===== src/rtl/ps2_pkg.sv =====
// rtl/ps2_pkg.sv - scan codes, button positions and key map for the PS/2 multipad receiver
package ps2_pkg;

    localparam logic [7:0] SC_EXT    = 8'hE0;
    localparam logic [7:0] SC_BRK    = 8'hF0;
    localparam logic [7:0] SC_Q      = 8'h15;
    localparam logic [7:0] SC_W      = 8'h1D;
    localparam logic [7:0] SC_SPACE  = 8'h29;
    localparam logic [7:0] SC_ENTER  = 8'h5A;
    localparam logic [7:0] SC_UP     = 8'h75;
    localparam logic [7:0] SC_DOWN   = 8'h72;
    localparam logic [7:0] SC_LEFT   = 8'h6B;
    localparam logic [7:0] SC_RIGHT  = 8'h74;
    localparam logic [7:0] SC_KP0    = 8'h70;
    localparam logic [7:0] SC_KPDOT  = 8'h71;
    localparam logic [7:0] SC_KPPLUS = 8'h79;

    localparam logic [2:0] BTN_A      = 3'd0;
    localparam logic [2:0] BTN_B      = 3'd1;
    localparam logic [2:0] BTN_SELECT = 3'd2;
    localparam logic [2:0] BTN_START  = 3'd3;
    localparam logic [2:0] BTN_UP     = 3'd4;
    localparam logic [2:0] BTN_DOWN   = 3'd5;
    localparam logic [2:0] BTN_LEFT   = 3'd6;
    localparam logic [2:0] BTN_RIGHT  = 3'd7;

    localparam int SOCD_NEUTRAL = 0;
    localparam int SOCD_LAST    = 1;

    typedef struct packed {
        logic       hit;
        logic       pad;
        logic [2:0] btn;
    } key_map_t;

    // Numpad directions and KP Enter move to pad1 when a second pad exists.
    function automatic key_map_t map_key(input logic ext, input logic [7:0] code, input int num_pads);
        key_map_t m;
        logic     alt;
        m   = '0;
        alt = (num_pads == 2);
        if (!ext) begin
            case (code)
                SC_Q:      m = '{hit: 1'b1, pad: 1'b0, btn: BTN_A};
                SC_W:      m = '{hit: 1'b1, pad: 1'b0, btn: BTN_B};
                SC_SPACE:  m = '{hit: 1'b1, pad: 1'b0, btn: BTN_SELECT};
                SC_ENTER:  m = '{hit: 1'b1, pad: 1'b0, btn: BTN_START};
                SC_UP:     m = '{hit: 1'b1, pad: alt, btn: BTN_UP};
                SC_DOWN:   m = '{hit: 1'b1, pad: alt, btn: BTN_DOWN};
                SC_LEFT:   m = '{hit: 1'b1, pad: alt, btn: BTN_LEFT};
                SC_RIGHT:  m = '{hit: 1'b1, pad: alt, btn: BTN_RIGHT};
                SC_KP0:    m = '{hit: alt, pad: 1'b1, btn: BTN_A};
                SC_KPDOT:  m = '{hit: alt, pad: 1'b1, btn: BTN_B};
                SC_KPPLUS: m = '{hit: alt, pad: 1'b1, btn: BTN_SELECT};
                default:   m = '0;
            endcase
        end else begin
            case (code)
                SC_UP:     m = '{hit: 1'b1, pad: 1'b0, btn: BTN_UP};
                SC_DOWN:   m = '{hit: 1'b1, pad: 1'b0, btn: BTN_DOWN};
                SC_LEFT:   m = '{hit: 1'b1, pad: 1'b0, btn: BTN_LEFT};
                SC_RIGHT:  m = '{hit: 1'b1, pad: 1'b0, btn: BTN_RIGHT};
                SC_ENTER:  m = '{hit: 1'b1, pad: alt, btn: BTN_START};
                default:   m = '0;
            endcase
        end
        return m;
    endfunction

endpackage


===== src/rtl/ps2_frame_rx.sv =====
// rtl/ps2_frame_rx.sv - PS/2 line synchroniser, clock filter, 11-bit framing check and idle timeout
module ps2_frame_rx #(
    parameter int FILTER_LEN     = 4,
    parameter int TIMEOUT_CYCLES = 100000
) (
    input  logic       clk_i,
    input  logic       rst_i,
    input  logic       ps2_clk_i,
    input  logic       ps2_data_i,
    output logic [7:0] byte_o,
    output logic       byte_valid_o,
    output logic       err_o
);

    localparam int TW = $clog2(TIMEOUT_CYCLES + 1);

    logic          clk_s1, clk_s2, dat_s1, dat_s2;
    logic          filt_q;
    logic [3:0]    flt_cnt_q;
    logic          edge_any, fall;
    logic [3:0]    bit_cnt_q;
    logic [7:0]    sr_q;
    logic          start_ok_q, par_q;
    logic [TW-1:0] idle_q;

    always_ff @(posedge clk_i or posedge rst_i) begin
        if (rst_i) begin
            clk_s1 <= 1'b1;
            clk_s2 <= 1'b1;
            dat_s1 <= 1'b1;
            dat_s2 <= 1'b1;
        end else begin
            clk_s1 <= ps2_clk_i;
            clk_s2 <= clk_s1;
            dat_s1 <= ps2_data_i;
            dat_s2 <= dat_s1;
        end
    end

    // The filtered level flips on the FILTER_LEN-th consecutive differing sample.
    assign edge_any = (clk_s2 != filt_q) && (flt_cnt_q == 4'(FILTER_LEN - 1));
    assign fall     = edge_any && filt_q;

    always_ff @(posedge clk_i or posedge rst_i) begin
        if (rst_i) begin
            filt_q    <= 1'b1;
            flt_cnt_q <= '0;
        end else if (clk_s2 == filt_q) begin
            flt_cnt_q <= '0;
        end else if (edge_any) begin
            filt_q    <= clk_s2;
            flt_cnt_q <= '0;
        end else begin
            flt_cnt_q <= flt_cnt_q + 4'd1;
        end
    end

    always_ff @(posedge clk_i or posedge rst_i) begin
        if (rst_i) begin
            bit_cnt_q    <= '0;
            sr_q         <= '0;
            start_ok_q   <= 1'b0;
            par_q        <= 1'b0;
            idle_q       <= '0;
            byte_valid_o <= 1'b0;
            err_o        <= 1'b0;
        end else begin
            byte_valid_o <= 1'b0;
            err_o        <= 1'b0;
            if (edge_any || bit_cnt_q == 4'd0)
                idle_q <= '0;
            else
                idle_q <= idle_q + 1'b1;
            if (fall) begin
                case (bit_cnt_q)
                    4'd0: begin
                        start_ok_q <= ~dat_s2;
                        bit_cnt_q  <= 4'd1;
                    end
                    4'd1, 4'd2, 4'd3, 4'd4, 4'd5, 4'd6, 4'd7, 4'd8: begin
                        sr_q      <= {dat_s2, sr_q[7:1]};
                        bit_cnt_q <= bit_cnt_q + 4'd1;
                    end
                    4'd9: begin
                        par_q     <= dat_s2;
                        bit_cnt_q <= 4'd10;
                    end
                    default: begin
                        bit_cnt_q <= 4'd0;
                        if (start_ok_q && (^sr_q ^ par_q) && dat_s2)
                            byte_valid_o <= 1'b1;
                        else
                            err_o <= 1'b1;
                    end
                endcase
            end else if (bit_cnt_q != 4'd0 && idle_q == TW'(TIMEOUT_CYCLES - 1)) begin
                bit_cnt_q <= 4'd0;
                idle_q    <= '0;
                err_o     <= 1'b1;
            end
        end
    end

    assign byte_o = sr_q;

endmodule


===== src/rtl/ps2_multipad_receiver.sv =====
// rtl/ps2_multipad_receiver.sv - PS/2 keyboard to NES gamepad bytes with SOCD resolution and change-only updates
module ps2_multipad_receiver
    import ps2_pkg::*;
#(
    parameter int NUM_PADS       = 1,
    parameter int FILTER_LEN     = 4,
    parameter int TIMEOUT_CYCLES = 100000,
    parameter int SOCD_MODE      = 0
) (
    input  logic                  clk_i,
    input  logic                  rst_i,
    input  logic                  ps2_clk_i,
    input  logic                  ps2_data_i,
    input  logic                  buffer_ready_i,
    output logic [8*NUM_PADS-1:0] data_o,
    output logic                  data_valid_o,
    output logic                  frame_err_o
);

    logic [7:0]            rx_byte;
    logic                  rx_valid, rx_err;
    logic                  ext_q, brk_q, upd_q;
    logic [8*NUM_PADS-1:0] held_q, resolved;
    logic [NUM_PADS-1:0]   last_dn_q, last_rt_q;
    key_map_t              km;

    ps2_frame_rx #(
        .FILTER_LEN    (FILTER_LEN),
        .TIMEOUT_CYCLES(TIMEOUT_CYCLES)
    ) u_frame_rx (
        .clk_i       (clk_i),
        .rst_i       (rst_i),
        .ps2_clk_i   (ps2_clk_i),
        .ps2_data_i  (ps2_data_i),
        .byte_o      (rx_byte),
        .byte_valid_o(rx_valid),
        .err_o       (rx_err)
    );

    assign frame_err_o = rx_err;
    assign km          = map_key(ext_q, rx_byte, NUM_PADS);

    always_ff @(posedge clk_i or posedge rst_i) begin
        if (rst_i) begin
            ext_q     <= 1'b0;
            brk_q     <= 1'b0;
            upd_q     <= 1'b0;
            held_q    <= '0;
            last_dn_q <= '0;
            last_rt_q <= '0;
        end else begin
            upd_q <= 1'b0;
            if (rx_err) begin
                ext_q <= 1'b0;
                brk_q <= 1'b0;
            end else if (rx_valid) begin
                if (rx_byte == SC_EXT) begin
                    ext_q <= 1'b1;
                end else if (rx_byte == SC_BRK) begin
                    brk_q <= 1'b1;
                end else begin
                    ext_q <= 1'b0;
                    brk_q <= 1'b0;
                    upd_q <= 1'b1;
                    for (int p = 0; p < NUM_PADS; p++) begin
                        if (km.hit && km.pad == p[0]) begin
                            held_q[8*p + int'(km.btn)] <= ~brk_q;
                            // Only a make refreshes the last-pressed direction of a pair.
                            if (!brk_q) begin
                                if (km.btn == BTN_UP)    last_dn_q[p] <= 1'b0;
                                if (km.btn == BTN_DOWN)  last_dn_q[p] <= 1'b1;
                                if (km.btn == BTN_LEFT)  last_rt_q[p] <= 1'b0;
                                if (km.btn == BTN_RIGHT) last_rt_q[p] <= 1'b1;
                            end
                        end
                    end
                end
            end
        end
    end

    always_comb begin
        resolved = held_q;
        for (int p = 0; p < NUM_PADS; p++) begin
            if (SOCD_MODE == SOCD_LAST) begin
                resolved[8*p+4] = held_q[8*p+4] & (~held_q[8*p+5] | ~last_dn_q[p]);
                resolved[8*p+5] = held_q[8*p+5] & (~held_q[8*p+4] |  last_dn_q[p]);
                resolved[8*p+6] = held_q[8*p+6] & (~held_q[8*p+7] | ~last_rt_q[p]);
                resolved[8*p+7] = held_q[8*p+7] & (~held_q[8*p+6] |  last_rt_q[p]);
            end else begin
                resolved[8*p+4] = held_q[8*p+4] & ~held_q[8*p+5];
                resolved[8*p+5] = held_q[8*p+5] & ~held_q[8*p+4];
                resolved[8*p+6] = held_q[8*p+6] & ~held_q[8*p+7];
                resolved[8*p+7] = held_q[8*p+7] & ~held_q[8*p+6];
            end
        end
    end

    // A changed vector always wins over a same-cycle acknowledge.
    always_ff @(posedge clk_i or posedge rst_i) begin
        if (rst_i) begin
            data_o       <= '0;
            data_valid_o <= 1'b0;
        end else if (upd_q && resolved != data_o) begin
            data_o       <= resolved;
            data_valid_o <= 1'b1;
        end else if (data_valid_o && buffer_ready_i) begin
            data_valid_o <= 1'b0;
        end
    end

endmodule


===== config.mk =====
export PLATFORM = sky130hd
export DESIGN_NAME = ps2_multipad_receiver
export DESIGN_NICKNAME = d
export VERILOG_FILES = /design/src/rtl/ps2_pkg.sv /design/src/rtl/ps2_frame_rx.sv /design/src/rtl/ps2_multipad_receiver.sv
export SDC_FILE = /design/constraint.sdc
export NUM_CORES = 1
export LEC_CHECK = 0
export CAP_MARGIN = 30
export CORE_MARGIN = 2
export CORE_UTILIZATION = 33
export CTS_CLUSTER_SIZE = 14
export DETAILED_ROUTE_END_ITERATION = 10
export MAX_ROUTING_LAYER = met4
export PLACE_DENSITY_LB_ADDON = 0.05
export SETUP_SLACK_MARGIN = 0.15
export SLEW_MARGIN = 20
export SYNTH_ARGS = -nofsm -noshare
export SYNTH_HDL_FRONTEND = slang
export SYNTH_SLANG_ARGS = --single-unit

===== constraint.sdc =====
create_clock -name clk_i -period 3.82 [get_ports clk_i]
set_input_delay 0.382 -clock clk_i [delete_from_list [all_inputs] [get_ports clk_i]]
set_output_delay 0.382 -clock clk_i [all_outputs]
set_load 0.005 [all_outputs]

==> results.cfg <==
[global_routing]
grt_max_degree = 33
grt_antenna_before_repair = 0
track_usage = 0.131
grt_pass1_wl_um = 11100
grt-ovfl-total = 0
grt_pass1_vias = 2265

[final_layout]
drive_above_1_share = 0.104
area_growth_pct = 14.2
antenna_cells = 0
fillers = 999
design_area_um2 = 3750
fin_nets = 367

[floorplanning]
boundaryPins = 15
die_h_um = 104
die_area_um2 = 10800
start_util = 0.338
fp.coreArea_um2 = 9730
die_w_um = 104
rows = 36

[worst_setup_path]
rrSetupSlack_ns = 1.61
critPathArrivalTime_ns = 2.43
cp-start-kind = register
cp-end-kind = register
required_ns = 4.03
criticalPathCategory = reg2reg
path_max_fanout = 19
r2r_cells = 7

[yosys]
syn_nets = 346
synth_ff_type = dfrtp_1
mappedNetlistArea_um2 = 3290
synth_cells = 321
synth_edf_count = 0
ys_seq_elements = 62
synth_common_cells = dfrtp_1, nor2_1, inv_1
synthArstFlopShare = 1.00
synth_most_common_cell = dfrtp_1
yosysTopAreaCellShare = 0.434
ys_seq_area_frac = 0.474
yosysWarnings = 0
synth_top_area_cell = dfrtp_1
synth.avg_cell_area_um2 = 10.2
synthTopCellsByArea = dfrtp_1, ha_1, dfstp_2, xnor2_1, xor2_1
synth.distinct_cells = 49

[routing]
drt_iter0_drc = 46
final_antenna_net_count = 0
routed_wl_um = 6350
num_vias = 2276
drc_errors = 0
wl_per_cell_um = 13.2
vias_per_cell = 4.74
drt_first_pass_iters = 4

[placement]
dpl.hpwl_um = 4430
dpl_cell_area_um2 = 3580
port-buffer-count = 14
place_congestion = 0.838

[sta]
setup_violations = 0
fin_crit_sh = 0.579
slew_headroom = 0.499
final_period_minus_worst_setup_slack_ns = 2.21
finalMaxSlewViolations = 0
fmax_mhz = 452
final_hold_viol_count = 0
rsz0062_at_grt = false
skew_ns = 0.0112
max_slew.worst_pin.slew_ns = 0.748
fin_tns_setup_ns = 0

[flow_run]
drv_cap = 0

[cts]
cts.sinks = 62
max-clock-path-buffers = 2
ctsHoldBuffers = 0
clkTransAtPathRegs_ns = 0.07
clkLatencyLatePin_ns = 0.34
cts_root_buf = clkbuf_8
cts_tree = done
postCtsSetupRepairBufs = 0
htree_levels = 3
cts_buffers = 9
cts_resized = 0

[power_and_ir_drop]
powerDensity_nw_per_um2 = 389
power_mw = 1.46
ir_worst_vdd_mv = 0.215
leakage_nw = 1.67

[min_path]
hold_depth = 0
min_path_type = reg2reg

[outcome]
outcome = completed
-- kinds of logic (layout without fill, tap and decap cells) --
| group | Yosys count | after routing | share of synthesized area |
|---|---|---|---|
| adder cells (fa/ha/maj) | 20 | 20 | 0.0762 |
| buffers and inverters | 31 | 57 | 0.0366 |
| AND/OR/NAND/NOR | 118 | 118 | 0.186 |
| AO/OA/AOI/OAI | 44 | 44 | 0.0941 |
| XOR/XNOR | 27 | 27 | 0.0720 |
| multiplexers | 19 | 19 | 0.0613 |
| flip-flops | 62 | 62 | 0.474 |
-- sequential cells by signal, indices dropped and copies added (netlist names), 4 cells and up --
signal,count
u_frame_rx.byte_o,8
held_q,8
u_frame_rx.idle_q,17
u_frame_rx.bit_cnt_q,4
u_frame_rx.flt_cnt_q,4
data_o,8
-- per-layer routing --
layer	vias up	track usage	routed length [um]
li1	1152	-	-
met1	1099	0.175	3210
met2	19	0.193	2940
met3	6	0.0441	148
met4	0	0.0347	55
met5	-	-	0
-- critical path, stage by stage (launching register included) --
cell and delay (ns):
dfrtp_1 0.43, inv_1 0.09, ha_1 0.23, a2111oi_0 0.42
o21a_1 0.23, nor2_2 0.16, and3_1 0.20, a2111o_1 0.34
-- layout by cell type, fill, tap and decap left out, types with 2 or more instances in the layout --
cell type / count
a31oi_1: 2
clkdlybuf4s50_1: 14
buf_4: 2
nor4_1: 2
mux2_2: 9
nor2b_1: 2
mux2i_1: 10
ha_1: 20
a2111oi_0: 2
nand4_1: 9
nand2b_1: 3
a21oi_1: 6
dfstp_2: 5
clkbuf_1: 2
and4_1: 2
nor3_1: 7
nand3_1: 15
a22oi_1: 3
and3b_1: 2
clkinvlp_4: 2
o21ai_0: 17
xnor2_1: 14
inv_1: 24
and3_1: 7
clkbuf_8: 10
clkinv_2: 2
nor2_1: 29
xor2_1: 13
dfrtp_1: 57
nand2_1: 24
nand3b_1: 8
-- final cells by class --
class | count | area (um^2) | share of cell area
multi-input combinational | 228 | 1610 | 0.429
sequential | 62 | 1560 | 0.415
tap | 133 | 166 | 0.0444
timing repair buffer | 16 | 155 | 0.0414
clock buffer | 12 | 145 | 0.0387
inverter | 25 | 93.8 | 0.0250
clock inverter | 4 | 25.0 | 0.00667
-- where the power goes --
| part | total (mW) | internal (mW) | switching (mW) |
|---|---|---|---|
| Clock | 0.520 | 0.252 | 0.268 |
| Combinational | 0.206 | 0.0765 | 0.129 |
| Sequential | 0.732 | 0.700 | 0.0318 |
-- per-stage QoR --
stage	setup WS [ns]	hold slack [ns]	util	instances
floorplan	1.87	0.345	-	321
global placement	1.64	0.346	0.368	464
detailed placement	1.63	0.347	0.368	464
CTS	1.63	0.359	0.386	480
global route	1.42	0.365	0.386	480
finish	1.61	0.357	0.386	480
-- final timing paths --
path | startpoint | to
worst min register to register | u_frame_rx.dat_s1$_DFF_PP1_ | u_frame_rx.dat_s2$_DFF_PP1_
worst min-delay path | u_frame_rx.dat_s1$_DFF_PP1_ | u_frame_rx.dat_s2$_DFF_PP1_
min in group asynchronous | rst_i | u_frame_rx.idle_q[0]$_DFF_PP0_
worst max-delay path | u_frame_rx.bit_cnt_q[0]$_DFFE_PP0P_ | u_frame_rx.bit_cnt_q[3]$_DFFE_PP0P_
max in group asynchronous | rst_i | data_o[2]$_DFFE_PP0P_
worst max register to register | u_frame_rx.bit_cnt_q[0]$_DFFE_PP0P_ | u_frame_rx.bit_cnt_q[3]$_DFFE_PP0P_
Note: power is estimated with default switching activity, not from simulation.
==> RTL edit 1 (same settings) <==
Make the reset (`rst_i`) synchronous in 5 clocked blocks.
--- a/src/rtl/ps2_frame_rx.sv
+++ b/src/rtl/ps2_frame_rx.sv
@@ -23,7 +23,7 @@
     logic          start_ok_q, par_q;
     logic [TW-1:0] idle_q;
 
-    always_ff @(posedge clk_i or posedge rst_i) begin
+    always_ff @(posedge clk_i) begin
         if (rst_i) begin
             clk_s1 <= 1'b1;
             clk_s2 <= 1'b1;
@@ -41,7 +41,7 @@
     assign edge_any = (clk_s2 != filt_q) && (flt_cnt_q == 4'(FILTER_LEN - 1));
     assign fall     = edge_any && filt_q;
 
-    always_ff @(posedge clk_i or posedge rst_i) begin
+    always_ff @(posedge clk_i) begin
         if (rst_i) begin
             filt_q    <= 1'b1;
             flt_cnt_q <= '0;
@@ -55,7 +55,7 @@
         end
     end
 
-    always_ff @(posedge clk_i or posedge rst_i) begin
+    always_ff @(posedge clk_i) begin
         if (rst_i) begin
             bit_cnt_q    <= '0;
             sr_q         <= '0;
--- a/src/rtl/ps2_multipad_receiver.sv
+++ b/src/rtl/ps2_multipad_receiver.sv
@@ -40,7 +40,7 @@
     assign frame_err_o = rx_err;
     assign km          = map_key(ext_q, rx_byte, NUM_PADS);
 
-    always_ff @(posedge clk_i or posedge rst_i) begin
+    always_ff @(posedge clk_i) begin
         if (rst_i) begin
             ext_q     <= 1'b0;
             brk_q     <= 1'b0;
@@ -97,7 +97,7 @@
     end
 
     // A changed vector always wins over a same-cycle acknowledge.
-    always_ff @(posedge clk_i or posedge rst_i) begin
+    always_ff @(posedge clk_i) begin
         if (rst_i) begin
             data_o       <= '0;
             data_valid_o <= 1'b0;
Check against the original RTL: same outputs for any inputs over 10 cycles, from zero or initial values and one cycle with rst_i high; that may be too few to reach the edited logic, so the function may still have changed.
==> RTL edit 1 against the original RTL <==
  * Cell area down 3.0%
  * Highest routed layer unchanged
  * Synthesized area down 4.4%
  * Routed wire length rose by 5.8%
  * Worst setup slack got worse by 0.19 ns
  * Sequential cell count stayed put
  * Die area decreased by 4.2%
Power is not compared: it rests on default switching activity, and its combinational part moved more than twofold at a synthesized area within 25%.
==> RTL edit 1: results (changes against the original RTL) <==
[global_route]
grt_pass1_wl_microns = 11600  ; +4.2%
grt_pass1_vias = 2384  ; +5.3%
grt_usage_pct = 14.8  ; +1.7 points
grt_max_degree = 36  ; +9.1%

[cts]
numCtsBuffers = 9  ; unchanged
cts-htree-levels = 3  ; unchanged
clk_pin_slew_ns = 0.08

[placement]
dp.cells = 483  ; +4.1%
gp_congestion = 0.860  ; +2.6%
dpl.hpwl_microns = 4750  ; +7.2%
place_ws_ns = 1.36  ; -0.266 ns

[finish]
regMostFlops = u_frame_rx.idle_q
drive_gt1_share_pct = 8.92  ; -1.5 points
layout.nets = 390  ; +6.3%
finalNonFillerCells = 499  ; +4.0%
nFillCells = 952  ; -4.7%

[critical_path]
timing.rr.end = u_frame_rx.bit_cnt_q[3]
cp.arrival_ns = 2.68  ; +0.25 ns
rr_startpoint = u_frame_rx.flt_cnt_q[0]
r2r_slack_ns = 1.42  ; -0.19 ns
r2r_cells = 6  ; -1
crit_fanout = 11  ; -8

[logic_synthesis]
synth_cell_types = 55  ; +12%
synthTopCellsByCount = dfxtp_1 (62), nor2_1 (36), nand2_1 (33)
synth_ff_type = dfxtp_1
synth_area_leaders = dfxtp_1 (40%), ha_1 (8.0%), xor2_1 (5.6%)
seq_area_frac_synth_pct = 39.5  ; -7.9 points
syn_area_per_cell_sq_um = 8.92  ; -13%
synthArstFlopShare_pct = 0  ; -100 points
syn_nets = 377  ; +9.0%

[routing]
via_per_inst = 4.76  ; +0.29%
first_iter_violations = 113  ; +150%
drt-total-wl_microns = 6720  ; +5.8%
dr.pass1.iters = 4  ; unchanged

[status]
status = completed

[timing]
maxSlewHeadroom_pct = 51.8  ; +1.9 points
post-route-period-util_pct = 62.9  ; +4.9 points
fin_worst_skew_ns = 0.00989  ; -0.00131 ns

[hold_path]
hold_path_depth = 1  ; +1
min_to = u_frame_rx.dat_s2
hp-start = u_frame_rx.dat_s1

[RTL edit 1: cell types whose count changed in the layout (fill, tap and decap cells not counted), moves of 6 or more]
cell and change:
inv_1 -8, dfrtp_1 -57, dfxtp_1 +62, xor2_1 +7, nand2_1 +9, nor2_1 +7, nand3b_1 -6, a21oi_1 +11
o21ai_0 -6, xnor2_1 -6
[RTL edit 1: cell families after synthesis]
family | Yosys count | share of synthesized area, %
AO/OA/AOI/OAI | 51 | 10.6
XOR/XNOR | 28 | 7.81
adder cells (fa/ha/maj) | 20 | 7.97
buffers and inverters | 30 | 3.94
flip-flops | 62 | 39.5
multiplexers | 19 | 6.21
AND/OR/NAND/NOR | 142 | 23.9
[RTL edit 1: per-layer routing]
layer / part of all wire, % / routed length, microns / global-route usage [%]
met2: 49 / 3260 / 23.7
met4: 0.94 / 63 / 4.99
met1: 48 / 3240 / 17.9
met3: 2.3 / 153 / 4.14
met5: 0 / 0 / -
[RTL edit 1: critical path: stages (launching register included)]
cell,delay [ns]
dfxtp_1,0.36
ha_1,0.18
nor3b_2,0.39
nand3b_1,0.36
nor2_1,0.67
o21ai_0,0.19
a31oi_1,0.19
[RTL edit 1: how the worst max path moves through the flow]
stage / endpoint / cells after the start / start
floorplan: held_q[1] / 7 / u_frame_rx.byte_o[4]
global placement: u_frame_rx.bit_cnt_q[3] / 6 / u_frame_rx.flt_cnt_q[0]
detailed placement: u_frame_rx.bit_cnt_q[3] / 6 / u_frame_rx.flt_cnt_q[0]
CTS: u_frame_rx.bit_cnt_q[3] / 6 / u_frame_rx.flt_cnt_q[0]
global route: u_frame_rx.bit_cnt_q[3] / 6 / u_frame_rx.flt_cnt_q[0]
finish: u_frame_rx.bit_cnt_q[3] / 6 / u_frame_rx.flt_cnt_q[0]
[RTL edit 1: final cells by class]
class | count | area (sq um) | area share [%]
tap | 129 | 161 | 4.44
multi-input combinational | 260 | 1780 | 48.8
clock inverter | 7 | 125 | 3.44
sequential | 62 | 1240 | 34.1
clock buffer | 9 | 124 | 3.40
inverter | 17 | 63.8 | 1.75
timing repair buffer | 15 | 148 | 4.06
[RTL edit 1: through the flow]
step	total power [uW]	area, sq um	util [%]	hold WS [ns]
after detailed placement	684	3390	36.7	0.396
after CTS	1430	3640	39.4	0.413
after floorplan	675	3140	-	0.389
after global placement	684	3390	36.7	0.394
after global routing	1460	3640	39.4	0.417
final	1410	3640	39.4	0.408
[RTL edit 1: power by group]
group	switching (uW)	leakage, uW	internal (uW)	total (uW)
Clock	296	0.000125	443	738
Sequential	1.31	0.000500	648	649
Combinational	11.6	0.000732	6.95	18.5
==> RTL edit 2 (same flow settings) <==
Made on the original files. `TIMEOUT_CYCLES` is set to 100000 in 2 places; all go to 400000.
--- a/src/rtl/ps2_frame_rx.sv
+++ b/src/rtl/ps2_frame_rx.sv
@@ -1,7 +1,7 @@
 // rtl/ps2_frame_rx.sv - PS/2 line synchroniser, clock filter, 11-bit framing check and idle timeout
 module ps2_frame_rx #(
     parameter int FILTER_LEN     = 4,
-    parameter int TIMEOUT_CYCLES = 100000
+    parameter int TIMEOUT_CYCLES = 400000
 ) (
     input  logic       clk_i,
     input  logic       rst_i,
--- a/src/rtl/ps2_multipad_receiver.sv
+++ b/src/rtl/ps2_multipad_receiver.sv
@@ -4,7 +4,7 @@
 #(
     parameter int NUM_PADS       = 1,
     parameter int FILTER_LEN     = 4,
-    parameter int TIMEOUT_CYCLES = 100000,
+    parameter int TIMEOUT_CYCLES = 400000,
     parameter int SOCD_MODE      = 0
 ) (
     input  logic                  clk_i,
Formal check against the unedited RTL: no difference found for any inputs over 10 cycles, from zero or initial values and one cycle with rst_i high; that may be too few to reach the edited logic, so the function may still have changed.
==> RTL edit 2 against the original RTL <==
  * Synthesized area grew 4.6%
  * Sequential cell count is 2 higher
  * Total power grew 9.0%
  * Worst setup slack got worse by 0.25 ns
  * Largest cell class unchanged
  * Routed wire length grew 4.8%
  * Clock power rose by 17%
  * Critical path depth is the same
  * Die area up 4.4%
  * Non-clock buffer count stayed put
  * Cell area rose by 4.4%
==> RTL edit 2: results (changes against the original RTL) <==
[cts]
cts.sinks = 64  ; +3.2%
numCtsBuffers = 9  ; unchanged
cts-htree-levels = 3  ; unchanged

[logic_synthesis]
yosys_warnings = 0  ; unchanged
synth_cell_types = 51  ; +4.1%
synthMuxAreaShare_pct = 5.10  ; -1.0 points
synth-xor-area-share_pct = 7.64  ; +0.45 points
syn_area_per_cell_sq_um = 10.1  ; -0.95%
synth_area_leaders = dfrtp_1 (43%), ha_1 (7.3%), xnor2_1 (4.1%)
synthTopCellsByCount = dfrtp_1 (59), nor2_1 (34), nand2_1 (26)
syn_nets = 364  ; +5.2%
synthAdderAreaFrac_pct = 7.28  ; -0.34 points

[placement]
gp_congestion = 0.808  ; -3.5%
place_ws_ns = 1.34  ; -0.293 ns
placed_area_sq_um = 3710  ; +3.6%
dpl.hpwl_microns = 4740  ; +6.9%
dp.cells = 484  ; +4.3%

[power]
ir_worst_vdd_mv = 0.176  ; -18%
leakage_uw = 0.00165  ; -0.95%
power_density_nw_per_um2 = 406  ; +4.4%

[critical_path]
cp_slowest_cell = a211o_1
cp_top_family = simple AND/OR/NAND/NOR gates
timing.rr.end = u_frame_rx.idle_q[7]
cp.arrival_ns = 2.65  ; +0.22 ns
crit_path_max_incr_delay_ns = 0.54  ; +0.11 ns

[global_route]
grt_pass1_vias = 2467  ; +8.9%
grt_util_met3_pct = 3.13  ; -1.3 points
met2_usage_pct = 21.1  ; +1.8 points
grt_pass1_wl_microns = 11800  ; +6.2%
grt_usage_pct = 13.6  ; +0.45 points
grt_use_met1_pct = 17.1  ; -0.39 points
grt_max_degree = 35  ; +6.1%

[hold_path]
hold_path_depth = 0  ; unchanged

[routing]
routedWlPerCell_microns = 13.3  ; +0.83%
wl_met1_microns = 3290  ; +2.6%
first_iter_violations = 104  ; +130%
met2WireLength_microns = 3050  ; +4.0%
met3WireLength_microns = 156  ; +5.4%
drt-total-wl_microns = 6660  ; +4.8%
via_count = 2424  ; +6.5%

[finish]
num-clock-buffers = 13  ; +1
final-clk-cell-share_pct = 5.27  ; +0.74 points
layout.nonclk_buf_share_pct = 3.96  ; -0.17 points
drive_gt1_share_pct = 10.5  ; +0.094 points
layout.nets = 384  ; +4.6%
nNonClkBuffers = 16  ; unchanged
nFillCells = 1044  ; +4.5%
multi_input_cells = 245  ; +7.5%
inverters = 23  ; -8.0%
multi_input_area_sq_um = 1690  ; +5.1%
regArea_sq_um = 1610  ; +3.2%

[timing]
timing.final.ws_setup_ns = 1.35  ; -0.253 ns
fin_worst_skew_ns = 0.00995  ; -0.00125 ns
worst_pin_slew_ns = 0.646  ; -0.102 ns
fin_hold_ws_ns = 0.356  ; -0.00157 ns

[status]
status = completed

[RTL edit 2: cell types whose count changed after synthesis, sizes merged, moves of 3 or more]
cell / before / now
mux2i: 10 / 4
o31ai: 1 / 6
nor2: 30 / 34
mux2: 9 / 12
and3: 7 / 3
nor2b: 2 / 5
[RTL edit 2: how the worst max path moves through the flow]
stage | end | cells past startpoint
3_3_place_gp | u_frame_rx.idle_q[5] | 7
5_1_grt | u_frame_rx.idle_q[13] | 7
3_5_place_dp | u_frame_rx.idle_q[14] | 7
6_report | u_frame_rx.idle_q[7] | 7
4_1_cts | u_frame_rx.idle_q[7] | 7
2_1_floorplan | u_frame_rx.idle_q[14] | 10
[RTL edit 2: report_power, final]
group / internal (uW) / total [uW] / switching [uW]
clock: 352 / 609 / 257
combinational: 87.1 / 223 / 136
sequential: 720 / 755 / 35.0
total: 1160 / 1590 / 428
